File: src/rtl/nn_param_fetch.sv
// Parameter-memory read sequencer: bias read, then credit-gated 4-word weight bursts per input index into an output FIFO.
// Optional bias path is enabled by defining PARAM_FETCH_BIAS_EN.
module nn_param_fetch #(
  parameter int NUM_I      = 4,
  parameter int FIFO_DEPTH = 8
) (
  input  logic        clk,
  input  logic        rst,
  input  logic        start,
  input  logic [5:0]  n_sel,
  output logic        weight_en,
  output logic        bias_en,
  output logic [5:0]  n,
  output logic [5:0]  i,
  input  logic [15:0] wt_data,
  input  logic [15:0] bias_data,
  output logic        out_valid,
  input  logic        out_ready,
  output logic [15:0] out_wt,
  output logic [1:0]  out_k,
  output logic [5:0]  out_i,
  output logic        out_last,
  output logic [15:0] out_bias,
  output logic        bias_valid,
  output logic        busy,
  output logic        done
);
  localparam int AW = $clog2(FIFO_DEPTH);

  typedef enum logic [2:0] {IDLE, BIAS_RD, BURST, WAIT_SPACE, DRAIN} state_t;
  typedef struct packed {
    logic [15:0] wt;
    logic [1:0]  k;
    logic [5:0]  i;
    logic        last;
  } word_t;

  state_t          state, state_nxt;
  logic [5:0]      n_q, i_q;
  logic [1:0]      k_q;
  logic            wr_vld;
  logic [1:0]      wr_k;
  logic [5:0]      wr_i;
  word_t           fifo_mem [FIFO_DEPTH];
  word_t           head;
  logic [AW-1:0]   wr_ptr, rd_ptr;
  logic [AW:0]     count;
  logic [AW+1:0]   used;
  logic            fire, has_room, last_burst;

  assign fire       = out_valid & out_ready;
  assign last_burst = (i_q == 6'(NUM_I - 1));
  // Slots owed: words stored, the word landing now, and the word being enabled now.
  assign used       = (AW+2)'(count) + (AW+2)'(wr_vld) + (AW+2)'(weight_en);
  assign has_room   = (used <= (AW+2)'(FIFO_DEPTH - 4));

  always_comb begin
    state_nxt = state;
    case (state)
      IDLE: if (start) begin
`ifdef PARAM_FETCH_BIAS_EN
        state_nxt = BIAS_RD;
`else
        state_nxt = has_room ? BURST : WAIT_SPACE;
`endif
      end
`ifdef PARAM_FETCH_BIAS_EN
      BIAS_RD:    state_nxt = has_room ? BURST : WAIT_SPACE;
`endif
      BURST: if (k_q == 2'd3) begin
        if (last_burst)     state_nxt = DRAIN;
        else if (!has_room) state_nxt = WAIT_SPACE;
      end
      WAIT_SPACE: if (has_room) state_nxt = BURST;
      DRAIN:      if (fire && head.last) state_nxt = IDLE;
      default:    state_nxt = IDLE;
    endcase
  end

  always_ff @(posedge clk) begin
    if (rst) begin
      state  <= IDLE;
      n_q    <= '0;
      i_q    <= '0;
      k_q    <= '0;
      wr_vld <= 1'b0;
      wr_k   <= '0;
      wr_i   <= '0;
    end else begin
      state  <= state_nxt;
      wr_vld <= weight_en;
      wr_k   <= k_q;
      wr_i   <= i_q;
      if (state == IDLE && start) begin
        n_q <= n_sel;
        i_q <= '0;
      end
      // k_q tracks the memory's internal burst counter, which clears when weight_en drops
      if (weight_en) begin
        k_q <= k_q + 2'd1;
        if (k_q == 2'd3) i_q <= i_q + 6'd1;
      end else begin
        k_q <= '0;
      end
    end
  end

  always_ff @(posedge clk) begin
    if (wr_vld)
      fifo_mem[wr_ptr] <= '{wt: wt_data, k: wr_k, i: wr_i,
                            last: (wr_i == 6'(NUM_I - 1)) && (wr_k == 2'd3)};
  end

  always_ff @(posedge clk) begin
    if (rst) begin
      wr_ptr <= '0;
      rd_ptr <= '0;
      count  <= '0;
    end else begin
      if (wr_vld) wr_ptr <= wr_ptr + AW'(1);
      if (fire)   rd_ptr <= rd_ptr + AW'(1);
      case ({wr_vld, fire})
        2'b10:   count <= count + (AW+1)'(1);
        2'b01:   count <= count - (AW+1)'(1);
        default: ;
      endcase
    end
  end

  assign head      = fifo_mem[rd_ptr];
  assign out_valid = (count != '0);
  assign out_wt    = out_valid ? head.wt   : '0;
  assign out_k     = out_valid ? head.k    : '0;
  assign out_i     = out_valid ? head.i    : '0;
  assign out_last  = out_valid & head.last;
  assign done      = (state == DRAIN) & fire & head.last;
  assign busy      = (state != IDLE);
  assign weight_en = (state == BURST);
  assign n         = n_q;
  assign i         = i_q;

`ifdef PARAM_FETCH_BIAS_EN
  logic        bias_ld, bias_vld_q;
  logic [15:0] bias_q;

  always_ff @(posedge clk) begin
    if (rst) begin
      bias_ld    <= 1'b0;
      bias_vld_q <= 1'b0;
      bias_q     <= '0;
    end else begin
      bias_ld <= (state == BIAS_RD);
      if (state == IDLE && start) bias_vld_q <= 1'b0;
      else if (state == BIAS_RD)  bias_vld_q <= 1'b1;
      if (bias_ld) bias_q <= bias_data;
    end
  end

  // bias_data is live only in the load cycle; bypass it so out_bias is usable right away
  assign bias_en    = (state == BIAS_RD);
  assign out_bias   = bias_ld ? bias_data : bias_q;
  assign bias_valid = bias_vld_q;
`else
  logic unused_bias;
  assign unused_bias = ^bias_data;
  assign bias_en     = 1'b0;
  assign out_bias    = '0;
  assign bias_valid  = 1'b0;
`endif

endmodule
File: config.mk
export PLATFORM = sky130hd
export DESIGN_NAME = nn_param_fetch
export DESIGN_NICKNAME = d
export VERILOG_FILES = /design/src/rtl/nn_param_fetch.sv
export SDC_FILE = /design/constraint.sdc
export NUM_CORES = 1
export LEC_CHECK = 0
export CAP_MARGIN = 30
export CORE_ASPECT_RATIO = 2
export CORE_MARGIN = 3
export CORE_UTILIZATION = 50
export DETAILED_ROUTE_END_ITERATION = 10
export PLACE_DENSITY = 0.72
export SLEW_MARGIN = 20
export SYNTH_ARGS = -nofsm -noshare
export SYNTH_HDL_FRONTEND = slang
export SYNTH_SLANG_ARGS = --single-unit
File: constraint.sdc
create_clock -name clk -period 3.35 [get_ports clk]
set_input_delay 0.5025 -clock clk [delete_from_list [all_inputs] [get_ports clk]]
set_output_delay 0.5025 -clock clk [all_outputs]
set_load 0.01 [all_outputs]
Word-level counts from Yosys, hierarchy flattened --
Memories as Yosys holds them, arrays and structs flattened. A register that Yosys moved wholly into a read port is not among the register bits. Index checks and enable logic that the tools add are counted.
Word-level totals: register bits 36, bits in writable memories 200, bits of input ports 42, output and inout port bits 59, logic and storage cells 67, memories 1
Operators by class: add/subtract/negate cells 8, $lt $le $gt $ge 1, equality and inequality tests 14, mux-type cells 19, bitwise logic cells 5, reduce and logical (&&, ||, !) cells 9
Memory list:
- fifo_mem | depth 8, width 25, rd ports 1, clocked after memory_dff 1, wr ports 1, line 44 | word_t fifo_mem [FIFO_DEPTH];
Operators by type and width (number):
- 3-bit 2-to-1 mux | 8
- 6-bit 2-to-1 mux | 4
- 16-bit 2-to-1 mux | 1
- 6-bit by 2-bit equality test with 1-bit output, second input constant | 2
- 3-bit one-hot mux with 4 select lines | 1
- 4-bit one-hot mux with 2 select lines | 1
- 3-bit by 1-bit adder with 3-bit output, second input constant | 2
- 6-bit by 1-bit adder with 6-bit output, second input constant | 1
- 2-bit equality test, second input constant | 3
- 3-bit by 2-bit equality test with 1-bit output, second input constant | 2
- 2-bit inequality test, second input constant | 3
- 4-bit by 1-bit adder with 5-bit output | 1
- 5-bit by 1-bit adder with 5-bit output | 1
- 5-bit by 3-bit <= comparator with 1-bit output, second input constant | 1
- 5-bit AND reduction | 1
- 4-bit by 1-bit adder with 4-bit output, second input constant | 1
- 1-bit AND | 4
- 4-bit nonzero test | 1
- 4-bit by 1-bit subtractor with 4-bit output, second input constant | 1
- 3-bit equality test, second input constant | 1
- 1-bit logical AND | 3
- 3-bit zero test | 1
- 1-bit 2-to-1 mux | 3
- 3-bit by 2-bit inequality test with 1-bit output, second input constant | 1
- other kinds (8) | 8

Logic depth before layout (Yosys ltp) --
word-level depth 7, gate-level depth with buffers 11

Worst setup path after synthesis --
No wires, ideal clock.
path kind flip-flop to flip-flop, from reg wr_vld, to mem fifo_mem[0][0] (netlist bit) (enable), library setup time 0.438 ns, arrival 2.304 ns, data required time 2.912 ns, path slack 0.608 ns, stages on the path, launching flop included 3, clock period less this slack 2.742 ns, path through dfxtp_1 > nand2b_1 > nor3_1
On the way: longest elaborated chain between the ends 2
Ends and longest elaborated chain:
- start: declaration | line 41 | logic wr_vld;
- start signal: assignment | line 91 | wr_vld <= weight_en;
- 1-bit 2-to-1 mux | line 109 | if (wr_vld)
- 1-bit 2-to-1 mux (implied by the code) | line 110 | fifo_mem[wr_ptr] <= '{wt: wt_data, k: wr_k, i: wr_i,
- end: declaration | line 44
Every way passes these cells.

==> results.md <==
* Largest area contributor in the netlist: edfxtp_1
* Logic pwr share at between 20% and 30%
* Routability cong. at 0.774
* GR peak layer: met2
* Largest net degree at the start of global routing at 29
* R2R Path Start: state[2]
* Critical Path AT at 2.64 ns
* CP max-delay cell: dfxtp_4
* Crit Path Category: register to output pin
* Root buf cell: clkbuf_16
* Final worst-path cycle share at roughly 94%
* DRT antenna net count at 0
* Antenna violations before repair at 0
* Ys async rst share at 0%
* Htree depth at 1
* Fill cell instance count of the final layout at between 1000 and 1500
* Site Rows at 70
* Measured slew at the worst slew-check pin at 0.711 ns
* Yosys top cell area share at 63.1%
* TNS Setup at 0 ns
* Ys flop type: edfxtp_1
* RSZ-0062 raised after global routing: false
* Total track usage at 17.8%
* Final Max Slew Viols at 0
* Clock Sinks at between 200 and 250
* Clock transition at path regs at 0.06 ns
* Sequential Power Share at 47.4%
* Initial core utilization at roughly 50%
* Dpl hpwl at between 10 and 15 mm
* Switch Pwr at around 0.0018 W
* Tmin final at between 3 and 4 ns
* Most frequent cells after synthesis: edfxtp_1 (200), nor2_1 (51), mux4_2 (48)
* CP max stage delay at 0.61 ns
* Clk_skew at 0.00759 ns
* Rel. slew slack at 52.2%
* Dpl ws at 0.430 ns
* # hold bufs at CTS at 0
* Final setup margin at 0.208 ns
* Total wire length at 18.3 mm
* GRT met2 Usage at between 30% and 40%
* Post-Syn Area at 9520 sq um
* Count leader, synth: edfxtp_1
* Routed vias at slightly below 5000
* Clock network power share at 31.2%
* Skew-Pair Late Insertion Delay at between 0.4 and 0.5 ns
* Worst Path Required at 2.85 ns
* Top Ports at just over 100
* Post-synthesis sequential area ratio at a little under three quarters
* # DRC at 0
* Die Y at 201 um
* Pwr/cell area at ~640 nW/um^2
* Number of synthesized register bits at approximately 240
* Cts bufs inserted at 21
* Vias/cell at 5.55
* Worst setup EP type: output pin
* Max cap viols at 0
* Hold Fails Final Rpt at 0
* Switch share at 25.6%
* Type of origin of the critical path: register
* Hold Crit Start: k_q[0]
* Syn. warnings at 0
* Synth Instances at 541
* Drt wl/cell at 20.6 um
* IR drop worst, VDD at 529 uV
* Worst path cell trace: buf_12, mux4_2, mux2i_1, nor2_1, clkdlybuf4s50_1
* Layout Nets at slightly below 700
* Worst Path Max Fanout at 20
* Top cells by area, synth: edfxtp_1 (63%), mux4_2 (11%), dfxtp_1 (8.2%)
* Hold crit path type: register to register
* Max clock buf depth at 3
* Leakage power at 3.52 nW
* Fin area at 11100 sq um
* Setup violations, final at 0
* P&R area growth vs syn at 16.8%
* Die area at 20800 sq um
* Die width at a little over 100 um
* Vias in the first global route at 5303
* M1 GR Usage at 20.9%
* Clock tree from TritonCTS: yes
* Status: complete, no violations
* ANT cells at 0
* IO Port Bufs at 66
* First-pass GRT wire length at 29.3 mm
* P_int at 0.00532 W
* Syn_area_per_cell at 17.6 sq um
* Grt total ovfl at 0
* Yosys cell types at 49
* Layout cell share with drive strength beyond 1 at 18.3%
* DRT Pass-1 Iters at 4
* Core box area at around 18000 sq um
* Iter 0 DRT Violations at around 300
* Met3 GRT Util at 2.41%
* Area after DPL at roughly 10000 sq um
* EDFF count, synth at 200
* Highest Clock Rate at 0.318 GHz
[placed cells by master (no fill, tap or decap), types with 2 or more instances in the layout]
cell type / count
nor2b_1: 8
clkinvlp_2: 2
clkinv_2: 3
mux4_2: 48
buf_12: 2
mux2i_1: 31
dfxtp_1: 36
clkinv_1: 6
xnor2_1: 2
nand4_1: 3
a21oi_1: 17
nand2b_1: 4
nor2_2: 6
inv_1: 6
ha_1: 9
clkbuf_16: 21
or4_1: 2
conb_1: 18
edfxtp_1: 200
buf_4: 18
nand2_1: 23
and3_1: 2
xor2_1: 5
clkinv_4: 2
nor2_1: 45
nor3_2: 2
o31ai_1: 2
nand3b_1: 3
clkdlybuf4s50_1: 66
dfxtp_4: 2
nor3_1: 4
nand3_1: 10
[per-stage QoR]
| stage | total power (W) | hold slack, ns | util [%] | instances |
|---|---|---|---|---|
| floorplan | 0.00442 | 0.421 | - | 558 |
| finish | 0.00715 | 0.457 | 60.1 | 890 |
| detailed placement | 0.00501 | 0.450 | 56.6 | 852 |
| CTS | 0.00723 | 0.463 | 60.0 | 889 |
| global placement | 0.00497 | 0.439 | 56.6 | 852 |
| global route | 0.00745 | 0.486 | 60.1 | 890 |
[kinds of logic after synthesis]
family / count (synthesis) / synth area share [%]
simple gates: 126 / 6.77
flops: 239 / 71.3
fa+ha+maj: 10 / 1.39
xor+xnor: 7 / 0.644
compound gates: 28 / 1.76
other cells: 1 / 0.0394
buf+inv: 51 / 3.45
mux: 79 / 14.6
[repair_timing]
item,in CTS,in global routing
buffers inserted,0,1
hold endpoints to repair,0,0
gates resized for setup,1,0
endpoints found under the setup margin,2,1
[layout make-up]
type | count | area (sq um) | share of cell area (%)
Sequential cell | 239 | 6800 | 61.1
Multi-Input combinational cell | 268 | 2500 | 22.5
Timing Repair Buffer | 87 | 851 | 7.65
Clock buffer | 22 | 529 | 4.76
Tap cell | 252 | 315 | 2.84
Clock inverter | 15 | 103 | 0.923
Inverter | 7 | 26.3 | 0.236
[path summary, 6_finish.rpt]
| check | slack [ns] | end | depth (start not counted) |
|---|---|---|---|
| setup / recovery | 0.21 | out_wt[1] | 5 |
| hold / removal | 0.46 | k_q[0] | 1 |
| setup reg to reg | 0.75 | state[0] | 10 |
| hold reg to reg | 0.46 | k_q[0] | 1 |
[power groups by stage]
stage | clock [W] | sequential, W | combinational, W
detailed placement | 0 | 0.00347 | 0.00154
global route | 0.00239 | 0.00341 | 0.00166
global placement | 0 | 0.00346 | 0.00151
floorplan | 0 | 0.00337 | 0.00105
finish | 0.00223 | 0.00339 | 0.00153
CTS | 0.00228 | 0.00340 | 0.00155
[registers in the layout (all words and copies together), names as in the netlist, 3 cells and up, named ones only]
signal	count
wr_i	6
wr_ptr	3
state	3
count	4
rd_ptr	3
i	6
fifo_mem	200
n	6
[critical path: cells and delay by family (launching register included)]
family / cells / cell delay, ns
and+or+nand+nor: 1 / 0.08
DFF: 1 / 0.61
buffers and inverters: 2 / 0.76
muxes: 2 / 0.69
[routing by layer]
metal	routed length (um)	vias to the layer above
met4	334	0
met2	10400	123
met5	0	-
met3	789	22
li1	-	2226
met1	6860	2567
(Power assumes the default switching activity.)
